<file path="src/rtl/life_pkg.sv">
`default_nettype none
// ============================================================================
//  Module      : life_pkg
//  Description : Shared board geometry and scan state encoding for the
//                Game-of-Life frame scan-out block.
//                Contents: ROWS_DEF/COLS_DEF board defaults, BOARD_W,
//                scan_state_t {IDLE, SHIFT, LATCH, DWELL}.
//  Revision    : 1.0 - initial release
// ============================================================================
package life_pkg;

    localparam int ROWS_DEF = 16;
    localparam int COLS_DEF = 16;
    localparam int BOARD_W  = ROWS_DEF * COLS_DEF;

    typedef enum logic [1:0] {
        IDLE  = 2'd0,
        SHIFT = 2'd1,
        LATCH = 2'd2,
        DWELL = 2'd3
    } scan_state_t;

endpackage : life_pkg
`default_nettype wire

</file>
<file path="src/rtl/scan_row_piso.sv">
`default_nettype none
// ============================================================================
//  Module      : scan_row_piso
//  Description : COLS-bit parallel-in / serial-out shifter, MSB first.
//                load_i has priority over shift_i; zeros fill from the LSB.
//  Ports       : clk      - clock, rising edge
//                reset    - asynchronous active-high clear
//                load_i   - load din_i into the shifter
//                shift_i  - shift one position towards the MSB
//                din_i    - parallel row data
//                msb_o    - current serial bit (shifter MSB)
//  Revision    : 1.0 - initial release
// ============================================================================
module scan_row_piso
    import life_pkg::*;
#(
    parameter int COLS = COLS_DEF
) (
    input  logic            clk,
    input  logic            reset,
    input  logic            load_i,
    input  logic            shift_i,
    input  logic [COLS-1:0] din_i,
    output logic            msb_o
);

    logic [COLS-1:0] sr_q;

    always_ff @(posedge clk or posedge reset) begin
        if (reset) begin
            sr_q <= '0;
        end else if (load_i) begin
            sr_q <= din_i;
        end else if (shift_i) begin
            sr_q <= {sr_q[COLS-2:0], 1'b0};
        end
    end

    assign msb_o = sr_q[COLS-1];

endmodule : scan_row_piso
`default_nettype wire

</file>
<file path="src/rtl/life_frame_scanout.sv">
`default_nettype none
// ============================================================================
//  Module      : life_frame_scanout
//  Description : Snapshots a Game-of-Life board on request and scans it row
//                by row to a shift-register LED matrix. Each frame is scanned
//                from a private copy, so the generator may keep iterating.
//  Ports       : clk        - clock, rising edge
//                reset      - asynchronous active-high reset
//                grid       - board, row r = grid[COLS*r +: COLS]
//                frame_req  - 1-cycle snapshot/scan request
//                enable     - scan permitted; low aborts a scan
//                sdo        - serial pixel data (MSB of row first)
//                sdo_vld    - shift strobe
//                lat        - 1-cycle latch pulse
//                oe_n       - active-low row output enable
//                row_idx    - row currently lit
//                busy       - scan in progress
//                frame_done - 1-cycle pulse after the last row's dwell
//                overrun    - sticky, a request was dropped
//  Revision    : 1.0 - initial release
// ============================================================================
module life_frame_scanout
    import life_pkg::*;
#(
    parameter int ROWS      = ROWS_DEF,
    parameter int COLS      = COLS_DEF,
    parameter int DWELL_CYC = 4
) (
    input  logic                    clk,
    input  logic                    reset,
    input  logic [ROWS*COLS-1:0]    grid,
    input  logic                    frame_req,
    input  logic                    enable,
    output logic                    sdo,
    output logic                    sdo_vld,
    output logic                    lat,
    output logic                    oe_n,
    output logic [$clog2(ROWS)-1:0] row_idx,
    output logic                    busy,
    output logic                    frame_done,
    output logic                    overrun
);

    localparam int ROW_W = (ROWS > 1) ? $clog2(ROWS) : 1;
    localparam int COL_W = (COLS > 1) ? $clog2(COLS) : 1;
    localparam int DW_W  = (DWELL_CYC > 1) ? $clog2(DWELL_CYC) : 1;

    localparam logic [ROW_W-1:0] ROW_LAST = ROW_W'(ROWS - 1);
    localparam logic [COL_W-1:0] COL_LAST = COL_W'(COLS - 1);
    localparam logic [DW_W-1:0]  DW_LAST  = DW_W'(DWELL_CYC - 1);

    scan_state_t            state_q, state_d;
    logic [ROWS*COLS-1:0]   frame_q, frame_d;
    logic [ROW_W-1:0]       row_q, row_d;
    logic [COL_W-1:0]       col_q, col_d;
    logic [DW_W-1:0]        dwell_q, dwell_d;
    logic                   pending_q, pending_d;
    logic                   overrun_q, overrun_d;
    logic [ROW_W-1:0]       row_idx_q, row_idx_d;
    logic                   sdo_vld_q, lat_q, oe_n_q, busy_q, frame_done_q;
    logic                   frame_done_d;

    logic                   piso_load;
    logic                   piso_shift;
    logic [COLS-1:0]        piso_din;
    logic                   piso_msb;
    logic [ROW_W-1:0]       row_nxt;

    // Row view of the frame copy so the next row can be picked by index.
    logic [COLS-1:0]        frame_rows [ROWS];

    for (genvar r = 0; r < ROWS; r++) begin : g_rows
        assign frame_rows[r] = frame_q[COLS*r +: COLS];
    end

    assign row_nxt = row_q + 1'b1;

    always_comb begin
        state_d      = state_q;
        frame_d      = frame_q;
        row_d        = row_q;
        col_d        = col_q;
        dwell_d      = dwell_q;
        pending_d    = pending_q;
        overrun_d    = overrun_q;
        row_idx_d    = row_idx_q;
        frame_done_d = 1'b0;
        piso_load    = 1'b0;
        piso_shift   = 1'b0;
        piso_din     = grid[COLS-1:0];

        // A request during a scan (including its final dwell cycle) is
        // queued once; any further request before it is served is lost.
        if ((state_q != IDLE) && frame_req) begin
            if (pending_q) begin
                overrun_d = 1'b1;
            end else begin
                pending_d = 1'b1;
            end
        end

        case (state_q)
            IDLE: begin
                if (enable && (frame_req || pending_q)) begin
                    // Row 0 is loaded straight from grid, since the frame
                    // copy only becomes visible after this edge.
                    frame_d   = grid;
                    pending_d = 1'b0;
                    row_d     = '0;
                    col_d     = '0;
                    piso_load = 1'b1;
                    piso_din  = grid[COLS-1:0];
                    state_d   = SHIFT;
                end
            end
            SHIFT: begin
                piso_shift = 1'b1;
                if (col_q == COL_LAST) begin
                    row_idx_d = row_q;
                    state_d   = LATCH;
                end else begin
                    col_d = col_q + 1'b1;
                end
            end
            LATCH: begin
                dwell_d = '0;
                state_d = DWELL;
            end
            DWELL: begin
                if (dwell_q == DW_LAST) begin
                    if (row_q == ROW_LAST) begin
                        frame_done_d = 1'b1;
                        state_d      = IDLE;
                    end else begin
                        row_d     = row_nxt;
                        col_d     = '0;
                        piso_load = 1'b1;
                        piso_din  = frame_rows[row_nxt];
                        state_d   = SHIFT;
                    end
                end else begin
                    dwell_d = dwell_q + 1'b1;
                end
            end
            default: state_d = IDLE;
        endcase

        // Abort: back to IDLE with the matrix blanked; a queued request
        // survives and restarts the scan once enable returns.
        if ((state_q != IDLE) && !enable) begin
            state_d      = IDLE;
            frame_done_d = 1'b0;
            piso_load    = 1'b0;
            piso_shift   = 1'b0;
        end
    end

    always_ff @(posedge clk or posedge reset) begin
        if (reset) begin
            state_q      <= IDLE;
            frame_q      <= '0;
            row_q        <= '0;
            col_q        <= '0;
            dwell_q      <= '0;
            pending_q    <= 1'b0;
            overrun_q    <= 1'b0;
            row_idx_q    <= '0;
            sdo_vld_q    <= 1'b0;
            lat_q        <= 1'b0;
            oe_n_q       <= 1'b1;
            busy_q       <= 1'b0;
            frame_done_q <= 1'b0;
        end else begin
            state_q      <= state_d;
            frame_q      <= frame_d;
            row_q        <= row_d;
            col_q        <= col_d;
            dwell_q      <= dwell_d;
            pending_q    <= pending_d;
            overrun_q    <= overrun_d;
            row_idx_q    <= row_idx_d;
            // Outputs are registered decodes of the next state so they
            // change exactly on the state transitions.
            sdo_vld_q    <= (state_d == SHIFT);
            lat_q        <= (state_d == LATCH);
            oe_n_q       <= (state_d != DWELL);
            busy_q       <= (state_d != IDLE);
            frame_done_q <= frame_done_d;
        end
    end

    scan_row_piso #(
        .COLS    (COLS)
    ) u_piso (
        .clk     (clk),
        .reset   (reset),
        .load_i  (piso_load),
        .shift_i (piso_shift),
        .din_i   (piso_din),
        .msb_o   (piso_msb)
    );

    // Keep the data line quiet outside shift windows (e.g. after an abort).
    assign sdo        = piso_msb & sdo_vld_q;
    assign sdo_vld    = sdo_vld_q;
    assign lat        = lat_q;
    assign oe_n       = oe_n_q;
    assign row_idx    = row_idx_q;
    assign busy       = busy_q;
    assign frame_done = frame_done_q;
    assign overrun    = overrun_q;

endmodule : life_frame_scanout
`default_nettype wire

</file>
<file path="config.mk">
export PLATFORM = sky130hd
export DESIGN_NAME = life_frame_scanout
export DESIGN_NICKNAME = d
export VERILOG_FILES = /design/src/rtl/life_pkg.sv /design/src/rtl/scan_row_piso.sv /design/src/rtl/life_frame_scanout.sv
export SDC_FILE = /design/constraint.sdc
export NUM_CORES = 1
export LEC_CHECK = 0
export BUFFER_PORTS_ARGS = -buffer_cell sky130_fd_sc_hd__buf_2
export CAP_MARGIN = 5
export CORE_MARGIN = 1
export CORE_UTILIZATION = 55
export CTS_CLUSTER_SIZE = 40
export DETAILED_ROUTE_END_ITERATION = 8
export GPL_ROUTABILITY_DRIVEN = 0
export PLACE_DENSITY = 0.88
export SETUP_SLACK_MARGIN = 0.2
export SYNTH_ARGS = -nofsm -noshare
export SYNTH_HDL_FRONTEND = slang
export SYNTH_HIERARCHICAL = 1
export SYNTH_SLANG_ARGS = --single-unit
</file>
<file path="constraint.sdc">
create_clock -name clk -period 10 [get_ports clk]
set_clock_uncertainty 0.1 [all_clocks]
set_input_delay 1.5 -clock clk [delete_from_list [all_inputs] [get_ports clk]]
set_output_delay 1.5 -clock clk [all_outputs]
set_load 0.01 [all_outputs]
</file>
## Word-level counts from Yosys, hierarchy flattened

Index checks and enable logic that the tools add are counted.
W data, S select, Z words.

| storage, ports and cells | value |
|---|---|
| bits in registers | 295 |
| latch bits | 0 |
| memory bits (writable) | 0 |
| bits in read-only memories | 0 |
| input bits | 260 |
| output and inout port bits | 11 |
| logic and storage cells | 90 |
| memories kept | 0 |

| operators by class | value |
|---|---|
| $add $sub $neg | 3 |
| multiply operators | 0 |
| divide/modulo/power cells | 0 |
| $lt $le $gt $ge | 1 |
| eq/ne operators | 14 |
| shift operators | 0 |
| mux-type cells | 38 |
| bitwise operators | 2 |
| reductions and logical operators | 18 |

Operator list:

| kind | count |
|---|---|
| $mux W16 | 7 |
| $bmux W16 S4 | 1 |
| $mux W4 | 6 |
| $mux W1 | 14 |
| $ne A2 B2 Y1 const B | 6 |
| $pmux W4 S3 | 1 |
| $mux W2 | 5 |
| $reduce_bool A2 Y1 | 5 |
| $add A4 B1 Y4 const B | 2 |
| $eq A2 B2 Y1 const B | 4 |
| $eq A4 B4 Y1 const B | 2 |
| $pmux W2 S4 | 1 |
| $pmux W4 S2 | 1 |
| $reduce_and A2 Y1 | 4 |
| $ge A5 B5 Y1 const B | 1 |
| $not A4 Y5 | 1 |
| $reduce_and A5 Y1 | 1 |
| $eq A2 B1 Y1 const B | 2 |
| $pmux W2 S2 | 1 |
| $reduce_and A4 Y1 | 1 |
| $logic_and A1 B1 Y1 | 3 |
| $reduce_bool A3 Y1 | 1 |
| $add A2 B1 Y2 const B | 1 |
| $logic_not A2 Y1 | 1 |
| other kinds (4) | 4 |

## Logic depth before layout (Yosys ltp)

Gate-level depths: netlist (run 1).

| logic depth | value |
|---|---|
| word-level depth | 9 |
| depth in mapped cells | 11 |
| depth with buffers taken out | 8 |

## By module

Netlist (run 1), hierarchy kept.

Modules (own cells, without submodules):

| module | times used | cells an instance | area each (um^2) | sequential area each (um^2) |
|---|---|---|---|---|
| life_frame_scanout | 1 | 1007 | 12828.6 | 6982.9 |
| scan_row_piso | 1 | 70 | 745.7 | 400.4 |

## Least setup slack after synthesis (run 1)

OpenSTA, ideal clock, no wires.

| timing path | value |
|---|---|
| kind | input-to-reg |
| start | input port frame_req |
| end | register u_piso.sr_q[14] |
| library setup time | 0.135 ns |
| arrival | 2.806 ns |
| required time | 9.765 ns |
| slack | 6.959 ns |
| stages on the path | 7 |
| buffers on the path | 3 |
| cells stage by stage | o211ai_1 -> clkbuf_1 -> buf_2 -> a21oi_1 -> buf_2 -> nand2_1 -> o21ai_0 |

| on the way | value |
|---|---|
| longest elaborated chain between the ends | 6 |
| elaborated cells on any way between the ends | 7 |
| classes of those cells | mux (4); reduce/logical (3) |

RTL lines:

| item | line | RTL |
|---|---|---|
| start, declared | life_frame_scanout.sv:32 | `input logic frame_req,` |
| $logic_or A1 B1 Y1 * | life_frame_scanout.sv:104 | `if (enable && (frame_req \|\| pending_q)) begin` |
| $logic_and A1 B1 Y1 * | life_frame_scanout.sv:104 |  |
| $mux W1 * | life_frame_scanout.sv:104 |  |
| $pmux W1 S2 * | life_frame_scanout.sv:102 | `case (state_q)` |
| $mux W1 * | life_frame_scanout.sv:150 | `if ((state_q != IDLE) && !enable) begin` |
| net piso_load | life_frame_scanout.sv:63 | `logic piso_load;` |
| $mux W16 or $reduce_bool A2 Y1 (tied branches) | n/a |  |
| end signal, assigned | scan_row_piso.sv:33 | `sr_q <= din_i;` |
| end signal, assigned | scan_row_piso.sv:35 | `sr_q <= {sr_q[COLS-2:0], 1'b0};` |
| end, declared | scan_row_piso.sv:27 | `logic [COLS-1:0] sr_q;` |

The timed path passes the listed nets; every way through them passes the cells marked *.
A chain may end at the register's enable or synchronous reset.

## Final worst setup path (run 1)

| timing path | value |
|---|---|
| start | register row_q[0] |
| end | register u_piso.sr_q[14] |

| on the way | value |
|---|---|
| longest elaborated chain between the ends | 9 |
| elaborated cells on any way between the ends | 15 |
| classes of those cells | add/sub (1); eq/ne (1); mux (11); bitwise (1); reduce/logical (1) |

RTL lines:

| item | line | RTL |
|---|---|---|
| start, declared | life_frame_scanout.sv:54 | `logic [ROW_W-1:0] row_q, row_d;` |
| start signal, assigned | life_frame_scanout.sv:176 | `row_q <= row_d;` |
| $add A4 B1 Y4 | life_frame_scanout.sv:76 | `assign row_nxt = row_q + 1'b1;` |
| $not A4 Y5 (not written as such) | life_frame_scanout.sv:138 | `piso_din = frame_rows[row_nxt];` |
| $bmux W16 S4 | life_frame_scanout.sv:138 |  |
| $mux W16 (not written as such) (2 in a row) | life_frame_scanout.sv:138 |  |
| $mux W16 * | life_frame_scanout.sv:131 | `if (row_q == ROW_LAST) begin` |
| $mux W16 * | life_frame_scanout.sv:130 | `if (dwell_q == DW_LAST) begin` |
| $mux W16 * | n/a |  |
| net piso_din[14] | life_frame_scanout.sv:65 | `logic [COLS-1:0] piso_din;` |
| $mux W16 * | scan_row_piso.sv:32 | `end else if (load_i) begin` |

The timed path passes the listed nets; every way through them passes the cells marked *. The select of a mux whose other input is x is not followed.

==> impl_metrics.yaml, run 1 <==
synth:
  netlist_area_mm2: 0.0136
  avgSynthCellArea_um2: 12.6
  yosys_warnings: 6
  ys_seq_area_frac: 0.544
  postSynthNetCount: 1345
  ys_ff_latch: 295
  synth_cells: 1077
  ys_types: 42
run_status:
  outcome: "completed"
drt:
  drc_errors: 0
  firstDrtPassIters: 5
  routed_wl_mm: 35.4
  ant_nets: 0
  num_vias: 9841
  drt_iter0_drc: 825
  via_per_inst: 5.86
  wl_per_cell_um: 21.1
worst_setup_path:
  setup.worst_path.class: "reg -> reg"
  endpoint_kind: "flop"
  cp.depth: 9
  critical_path.top_delay_family: "simple AND/OR/NAND/NOR gates"
  cp_num_buf_inv: 1
  crit_fanout: 53
  slowest_stage: "and2_0"
  cp.required_ps: 10280
  ff2ff_path_depth: 9
  cp.arrival_ps: 4080
  cpMostUsedCell: "nand2_1"
  worst_setup_path_start_kind: "flop"
  path_cells: "ha_4 -> xor2_4 -> buf_4 -> and2_0 -> a22oi_1 -> a32oi_1 -> nand2_1 -> nand2_1 -> o21ai_0"
  critical_path.max_stage_delay_ps: 860
floorplan:
  die_w_um: 159
  core_area_mm2: 0.0242
  initial_utilization: 0.560
  die_h_um: 159
  die-area_mm2: 0.0253
  std_cell_rows: 57
  io_pins: 271
clock_network:
  cts.sinks: 295
  clk_path_buf_depth: 3
  tritoncts: "built"
  cts_resized: 0
  path_clk_slew_ps: 60
  cts-root-buf: "clkbuf_16"
  cts_hold_buf: 0
  numCtsBuffers: 31
  postCtsSetupRepairBufs: 0
  clk_latency_ps: 570
  htree_num_levels: 1
final_layout:
  fillers: 1747
  layout-drive-gt1-share: 0.449
  final_nets: 1588
  syn2layout_area_growth_pct: 19.4
  final_common_cell: "dfrtp_1"
  fin_util: 0.668
  stdcell_count: 1680
  final_cell_mix: "294 x dfrtp_1, 270 x buf_2, 258 x mux2_2, 139 x nand2_1, 93 x mux2i_1"
timing:
  final-hold-violation-count: 0
  post-route-period-util: 0.380
  worstMarginPinSlew_ps: 1300
  slew_viol_final: 0
  rsz0062_at_grt: "no"
  fmax_mhz: 263
  setup_tns_ps: 0
  relSlewSlack: 0.134
  layout_min_cycle_time_ps: 3800
  setup_violations: 0
global_routing:
  grt_max_degree: 115
  grt_overflow: 0
  grt_pass1_vias: 10100
  antenna_found_initial: 15
  grt_pass1_wl_mm: 54.8
  gr-usage-all-layers: 0.279
power:
  power_frac_seq: 0.453
  power.leakage_nw: 7.34
  p_total_mw: 4.64
  power_switching_mw: 1.39
  power_switching_share: 0.299
  comb_power_share: 0.293
  power_density_mw_per_mm2: 286
  clkPwrFrac: 0.254
  peakVddDrop_mv: 0.200
  internal_power_mw: 3.25
hold_path:
  min_path_cells: 1
  hold_path.class: "reg -> reg"
run:
  cap_violations: 0
placement:
  hpwl_mm: 24.6
  io_buffers: 270
  place_inst: 1611
-- routing by layer --
layer / GRT usage / wire, µm
met5: 0 / 49
met1: 0.351 / 14100
met3: 0.0578 / 2180
met2: 0.456 / 17300
met4: 0.145 / 1860
-- metrics by stage --
stage / instance area (µm²) / hold slack, ps / worst slack [ps]
finish: 16200 / 355 / 6200
global route: 16200 / 389 / 5960
CTS: 16200 / 362 / 6170
detailed placement: 15100 / 348 / 5660
global placement: 15100 / 336 / 5700
floorplan: 13600 / 374 / 708
-- sequential cells by signal (all words and copies together), names as in the netlist --
| register | cells |
|---|---|
| frame_done | 1 |
| u_piso/sr_q | 16 |
| row_idx | 4 |
| sdo_vld | 1 |
| col_q | 4 |
| lat | 1 |
| pending_q | 1 |
| frame_q | 256 |
| busy | 1 |
| overrun | 1 |
| dwell_q | 2 |
| row_q | 4 |
| state_q | 2 |
| oe_n | 1 |
-- cells by family after synthesis --
kind of cell	synth area share
compound gates	0.0562
xor+xnor	0.00313
fa+ha+maj	0.00737
buf+inv	0.0285
flops	0.544
mux	0.286
simple gates	0.0749
-- power groups by stage --
| stage | logic [mW] | registers (mW) | clock network, mW |
|---|---|---|---|
| global route | 1.47 | 2.17 | 1.25 |
| finish | 1.36 | 2.10 | 1.18 |
| global placement | 1.28 | 2.06 | 0 |
| CTS | 1.36 | 2.09 | 1.20 |
| floorplan | 1.10 | 2.00 | 0 |
| detailed placement | 1.35 | 2.11 | 0 |
-- cell usage after synthesis --
| library cell | instances | share of area |
|---|---|---|
| buf_1 | 1 | 0.00028 |
| nand4_1 | 19 | 0.0088 |
| a21o_1 | 4 | 0.0022 |
| xnor2_1 | 2 | 0.0013 |
| inv_1 | 8 | 0.0022 |
| a32oi_1 | 32 | 0.021 |
| buf_2 | 41 | 0.015 |
| dfstp_2 | 1 | 0.0019 |
| buf_4 | 2 | 0.0011 |
| a21oi_1 | 2 | 0.00074 |
| and2_1 | 6 | 0.0028 |
| a22oi_1 | 31 | 0.017 |
| nand3_1 | 38 | 0.014 |
| o21bai_1 | 1 | 0.00055 |
| dfrtp_1 | 294 | 0.54 |
| nand2_1 | 139 | 0.038 |
| nor3_1 | 3 | 0.0011 |
| and3b_1 | 1 | 0.00065 |
| mux2_2 | 258 | 0.21 |
| and3_1 | 2 | 0.00092 |
| and2_0 | 1 | 0.00046 |
| a311oi_1 | 1 | 0.00065 |
| a21boi_0 | 1 | 0.00055 |
| ha_1 | 8 | 0.0074 |
| mux2i_1 | 93 | 0.069 |
| o211ai_1 | 1 | 0.00055 |
| xor2_2 | 1 | 0.0012 |
| clkbuf_1 | 27 | 0.0075 |
| nand2b_1 | 2 | 0.00092 |
| o21ai_0 | 20 | 0.0074 |
| a211o_1 | 2 | 0.0013 |
| a32o_1 | 1 | 0.00074 |
| nor2b_1 | 5 | 0.0023 |
| mux4_2 | 2 | 0.0033 |
| o21ai_1 | 9 | 0.0033 |
| nor3b_1 | 2 | 0.0011 |
| o22ai_1 | 1 | 0.00046 |
| nor2_2 | 1 | 0.00046 |
| nor2_1 | 11 | 0.0030 |
| buf_12 | 1 | 0.0015 |
| xor2_1 | 1 | 0.00065 |
| buf_6 | 1 | 0.00083 |
-- final timing paths --
check / from / slack, ps / end
worst min register to register: overrun / 350 / overrun
max in group asynchronous: reset / 7130 / frame_q[72]
worst max-delay path: row_q[0] / 6200 / u_piso/sr_q[14]
min in group asynchronous: reset / 980 / u_piso/sr_q[2]
worst max register to register: row_q[0] / 6200 / u_piso/sr_q[14]
worst min-delay path: overrun / 350 / overrun
-- layout make-up --
type	count	area, µm²	share of cell area
clock buffer	43	891	0.0550
timing repair buffer	283	1450	0.0894
sequential	295	7380	0.456
antenna	11	27.5	0.00170
tap	324	405	0.0250
multi-input combinational	701	5840	0.360
inverter	8	37.5	0.00232
clock inverter	15	171	0.0106
Note: power is estimated with default switching activity, not from simulation.
==> run 2, diff against run 1 <==
- ABC_AREA: not set -> 1
- CORE_UTILIZATION: 55 -> 56
- clock period: 10 -> 3.9 ns (I/O delays scaled with it)
==> run 2 against run 1 <==
  * Register-to-register slack got worse by 5100 ps
  * Maximum frequency increased by 36%
  * Critical path depth rose by 1
  * Largest power group unchanged
  * Wire length grew 19%
  * Sequential share of layout area down 1.9 points
  * Clock power rose by 140%
  * First-iteration DRC count increased by 120%
  * Critical endpoint unchanged
  * Critical path type unchanged
  * Core utilization is essentially flat
  * Synthesized cell count rose by 77%
  * Final cell count rose by 47%
==> impl_metrics.yaml, run 2 <==
placement:
  io_buffers: 270
  hpwl_mm: 29.6
  place_inst: 2414
worst_setup_path:
  path_cells: "ha_2 -> nand3_1 -> nand3_1 -> inv_1 -> nand2_1 -> a21oi_1 -> buf_4 -> inv_2 -> nand3_1 -> nand3_1"
  critical_path.top_delay_family: "buffers and inverters"
  critical_path.max_stage_delay_ps: 620
  cp.required_ps: 4240
  crit_fanout: 34
  ff2ff_path_depth: 10
  cp_num_buf_inv: 3
  slowest_stage: "inv_1"
  setup.worst_path.class: "reg -> reg"
  worst_setup_path_start_kind: "flop"
  ff2ff_setup_slack_ps: 1110
  cp.arrival_ps: 3130
  cpMostUsedCell: "nand3_1"
  regToRegStartpoint: "row_q[0]"
  endpoint_kind: "flop"
  r2r-end: "u_piso/sr_q[14]"
final_layout:
  n_antenna_cell: 0
  syn2layout_area_growth_pct: 16.8
  fin_util: 0.669
  layout-drive-gt1-share: 0.174
  final_nets: 2384
  stdcell_count: 2468
  largest_registers: "frame_q: 256 flops, u_piso/sr_q: 16 flops"
  final_cell_mix: "594 x nand2_1, 296 x inv_1, 293 x dfrtp_1, 275 x nand3_1"
  largest_reg_flops: 256
  regMostFlops: "frame_q"
  final_common_cell: "nand2_1"
global_routing:
  antenna_found_initial: 0
  gr-usage-all-layers: 0.322
  grt_pass1_vias: 13100
  grt_pass1_wl_mm: 67.0
  grt_max_degree: 148
  grt_overflow: 0
synth:
  netlist_area_mm2: 0.0145
  ys_ff_latch: 295
  ys_seq_area_frac: 0.509
  yosys_warnings: 6
  synth_edf_count: 0
  synthTopCellsByArea: "dfrtp_1 51%, nand2_1 15%, nand3_1 9.5%"
  ys_types: 29
  synthArstFlopShare: 1.00
  avgSynthCellArea_um2: 7.60
  yosys.area.top_type: "dfrtp_1"
  synth.top_cells.by_count: "594 x nand2_1, 298 x inv_1, 294 x dfrtp_1, 275 x nand3_1, 270 x o21ai_0"
  synth_cells: 1908
  yosysMostFrequentCell: "nand2_1"
  synth_ff_type: "dfrtp_1"
  netlist.area_leader.share: 0.507
  postSynthNetCount: 2176
floorplan:
  std_cell_rows: 58
  die_h_um: 163
  core_area_mm2: 0.0253
  io_pins: 271
  die-area_mm2: 0.0265
  die_w_um: 163
  initial_utilization: 0.573
power:
  power_density_mw_per_mm2: 704
  power.leakage_nw: 8.78
  internal_power_mw: 7.43
  power_switching_mw: 4.49
  clkPwrFrac: 0.238
  power_frac_seq: 0.413
  power_switching_share: 0.377
  peakVddDrop_mv: 0.406
  comb_power_share: 0.349
clock_network:
  postCtsSetupRepairBufs: 0
  cts_resized: 0
  htree_num_levels: 1
  path_clk_slew_ps: 70
  clk_path_buf_depth: 3
  tritoncts: "built"
  clk_latency_ps: 560
  cts-root-buf: "clkbuf_16"
  numCtsBuffers: 30
  cts_hold_buf: 0
  cts.sinks: 295
run:
  cap_violations: 0
hold_path:
  hold_path.class: "in -> async"
timing:
  setup_violations: 0
  setup_tns_ps: 0
  final-hold-violation-count: 0
  slew_viol_final: 0
  post-route-period-util: 0.716
  worstMarginPinSlew_ps: 1000
  layout_min_cycle_time_ps: 2790
  rsz0062_at_grt: "no"
  fmax_mhz: 358
  relSlewSlack: 0.329
drt:
  drc_errors: 0
  num_vias: 13700
  routed_wl_mm: 42.2
  ant_nets: 0
  drt_iter0_drc: 1792
  via_per_inst: 5.55
  firstDrtPassIters: 7
  wl_per_cell_um: 17.1
run_status:
  outcome: "completed"
[run 2: logic make-up (layout without fill, tap and decap cells)]
group | count (synthesis) | after routing | synth area share
AO/OA/AOI/OAI | 278 | 278 | 0.0968
XOR/XNOR | 4 | 4 | 0.00475
adder cells (fa/ha/maj) | 8 | 8 | 0.00690
buffers and inverters | 417 | 647 | 0.118
flip-flops | 295 | 295 | 0.509
AND/OR/NAND/NOR | 906 | 906 | 0.264
[run 2: worst reg2reg max path, stage by stage, from the launching register on]
cell     delay [ps]
dfrtp_4         510
ha_2            250
nand3_1         160
nand3_1          80
inv_1           620
nand2_1         110
a21oi_1         150
buf_4           280
inv_2           200
nand3_1         140
nand3_1          80
[run 2: power by group through the flow]
stage	Clock, mW	Sequential, mW	Combinational, mW
2_1_floorplan	0	4.83	2.98
3_3_place_gp	0	4.88	3.85
3_5_place_dp	0	4.95	4.04
4_1_cts	2.85	4.91	4.10
5_1_grt	2.97	5.03	4.73
6_report	2.84	4.92	4.16
[run 2: layout make-up]
class / instances / area [µm²]
fillers: 1990 / 8400
flip-flops and latches: 295 / 7390
multi-input cells: 1196 / 5420
repair buffers: 291 / 1600
inverters: 302 / 1150
clock buffers: 47 / 895
well taps: 330 / 413
clock inverters: 7 / 71.3
[run 2: layer usage]
metal  up-vias  global-route usage  wire length (µm)
li1       6338                   -                 -
met1      6330               0.429             16400
met2       871               0.515             19400
met3       156              0.0576              4300
met4         0               0.148              2060
met5         -                   0                 0
[run 2: how the worst max path moves through the flow]
stage | from | endpoint | slack [ps] | cells after the start
2_1_floorplan | reset | busy | -480 | 1
6_report | row_q[0] | u_piso/sr_q[14] | 1110 | 10
5_1_grt | row_q[0] | u_piso/sr_q[11] | 940 | 10
4_1_cts | row_q[0] | u_piso/sr_q[2] | 1180 | 10
3_5_place_dp | row_q[0] | u_piso/sr_q[14] | 1180 | 10
3_3_place_gp | row_q[0] | u_piso/sr_q[14] | 1270 | 10
[run 2: metrics by stage]
| step | setup WS [ps] | area, µm² | hold slack [ps] | total power [mW] |
|---|---|---|---|---|
| after global placement | 1270 | 16000 | 355 | 8.74 |
| after floorplan | -478 | 14500 | 343 | 7.81 |
| final | 1110 | 16900 | 68.4 | 11.9 |
| after global routing | 938 | 16900 | 108 | 12.7 |
| after detailed placement | 1180 | 16000 | 354 | 8.99 |
| after CTS | 1180 | 16900 | 66.1 | 11.9 |
==> run 3, diff against run 2 <==
- clock period: 3.9 -> 2.8 ns (I/O delays scaled with it)
==> run 3 against run 2 <==
  * Wire length grew 15%
  * Total power grew 46%
  * Worst setup slack lost 730 ps
  * Register-to-register slack lost 730 ps
  * Largest cell class unchanged
==> impl_metrics.yaml, run 3 (synthesized netlist as in run 2, its figures left out) <==
placement:
  io_buffers: 270
  hpwl_mm: 30.7
  dpl_cell_area_mm2: 0.0162
global_routing:
  grt_max_degree: 95
  antenna_found_initial: 0
  global_route.usage.met1: 0.468
  grt_pass1_vias: 14700
  met3_usage: 0.0680
  grt_pass1_wl_mm: 76.4
  gr-usage-all-layers: 0.374
  top_usage_layer: "met2"
  gr-usage-met2: 0.615
  grt_overflow: 0
final_layout:
  syn2layout_area_growth_pct: 27.6
  largest_reg_flops: 256
  n_antenna_cell: 0
  final_nets: 2530
  largest_registers: "frame_q: 256 flops, u_piso/sr_q: 16 flops"
  fillers: 1747
  seq_area_mm2: 0.00739
  final_common_cell: "nand2_1"
  final_cell_mix: "594 x nand2_1, 296 x inv_1, 293 x dfrtp_1, 275 x nand3_1"
  stdcell_area_mm2: 0.0185
  multiInputGateArea_mm2: 0.00542
  layout-drive-gt1-share: 0.170
  regMostFlops: "frame_q"
clock_network:
  htree_num_levels: 1
  path_clk_slew_ps: 70
  clk_path_buf_depth: 3
  cts.sinks: 295
  cts-root-buf: "clkbuf_16"
  numCtsBuffers: 31
  tritoncts: "built"
  clk_latency_ps: 560
timing:
  layout_min_cycle_time_ps: 2420
  slew_viol_final: 0
  rsz0062_at_grt: "no"
  final-hold-violation-count: 0
  post-route-period-util: 0.864
  worstMarginPinSlew_ps: 791
  relSlewSlack: 0.472
  fmax_mhz: 413
  hold_ws_ps: 2.06
  setup_violations: 0
drt:
  drt_iter0_drc: 2133
  ant_nets: 0
  wl_per_cell_um: 18.6
  routed_wl_mm: 48.6
  firstDrtPassIters: 9
  via_per_inst: 5.69
  drc_errors: 0
  num_vias: 14900
hold_path:
  hold_path.class: "in -> reg"
power:
  power_density_mw_per_mm2: 942
  peakVddDrop_mv: 0.615
  power.leakage_nw: 9.47
  p_total_mw: 17.4
run_status:
  outcome: "completed"
worst_setup_path:
  cp_num_buf_inv: 3
  crit_fanout: 94
  worst_setup_path_start_kind: "flop"
  slowest_stage: "dfrtp_1"
  path_cells: "inv_1 -> ha_1 -> nand2_1 -> inv_8 -> buf_12 -> nand2_1 -> o21ai_0"
  cp.required_ps: 3160
  critical_path.top_delay_family: "buffers and inverters"
  endpoint_kind: "flop"
  cpMostUsedCell: "nand2_1"
  cp.arrival_ps: 2790
  setup.worst_path.class: "reg -> reg"
  critical_path.max_stage_delay_ps: 440
floorplan:
  std_cell_rows: 58
  core_area_mm2: 0.0253
  initial_utilization: 0.573
  io_pins: 271
  die_w_um: 163
  die-area_mm2: 0.0265
  die_h_um: 163
run:
  cap_violations: 0
run 3: path summary, 6_finish.rpt:
| path | start | endpoint | slack, ps | depth (start not counted) |
|---|---|---|---|---|
| setup / recovery | state_q[0] | frame_q[130] | 380 | 7 |
| hold / removal | grid[144] | frame_q[144] | 2 | 3 |
| setup reg to reg | state_q[0] | frame_q[130] | 380 | 7 |
| hold reg to reg | overrun | overrun | 380 | 1 |
| max in group asynchronous | reset | frame_q[181] | 1330 | 4 |
| min in group asynchronous | reset | u_piso/sr_q[15] | 460 | 3 |
run 3: power by group:
part           leakage (nW)  internal (mW)  switching, mW
sequential             3.65           6.23          0.663
combinational          5.30           2.02           4.29
clock                 0.515           2.53           1.70
total                  9.47           10.8           6.65
run 3: cell type report:
| cell class | instances | share of cell area |
|---|---|---|
| sequential | 295 | 0.399 |
| multi-input combinational | 1196 | 0.293 |
| timing repair buffer | 436 | 0.167 |
| inverter | 302 | 0.0621 |
| clock buffer | 45 | 0.0496 |
| tap | 330 | 0.0223 |
| clock inverter | 8 | 0.00642 |
run 3: routing by layer:
layer	vias to the layer above	share of wire
met5	-	0
li1	6625	-
met4	0	0.061
met1	6957	0.36
met3	223	0.10
met2	1047	0.48
run 3: timing repair:
item | 4_1_cts | 5_1_grt
hold endpoints to repair | 157 | 1
buffers inserted | 0 | 0
gates resized for setup | 0 | 0
hold buffers | 129 | 1
run 3: worst register-to-register path: cells and delay by family, from the launching register on:
kind	cells	cell delay, ps
AND/OR/NAND/NOR	2	470
adder cells (fa/ha/maj)	1	240
flip-flops	1	440
AO/OA/AOI/OAI	1	140
buffers and inverters	3	940
run 3: stage by stage:
stage | setup WS, ps | setup TNS [ps] | util | cells
finish | 380 | 0 | 0.731 | 2612
global route | 226 | 0 | 0.731 | 2612
CTS | 478 | 0 | 0.730 | 2611
detailed placement | 492 | 0 | 0.638 | 2429
global placement | 618 | 0 | 0.638 | 2429
floorplan | -1410 | -393110 | - | 1908
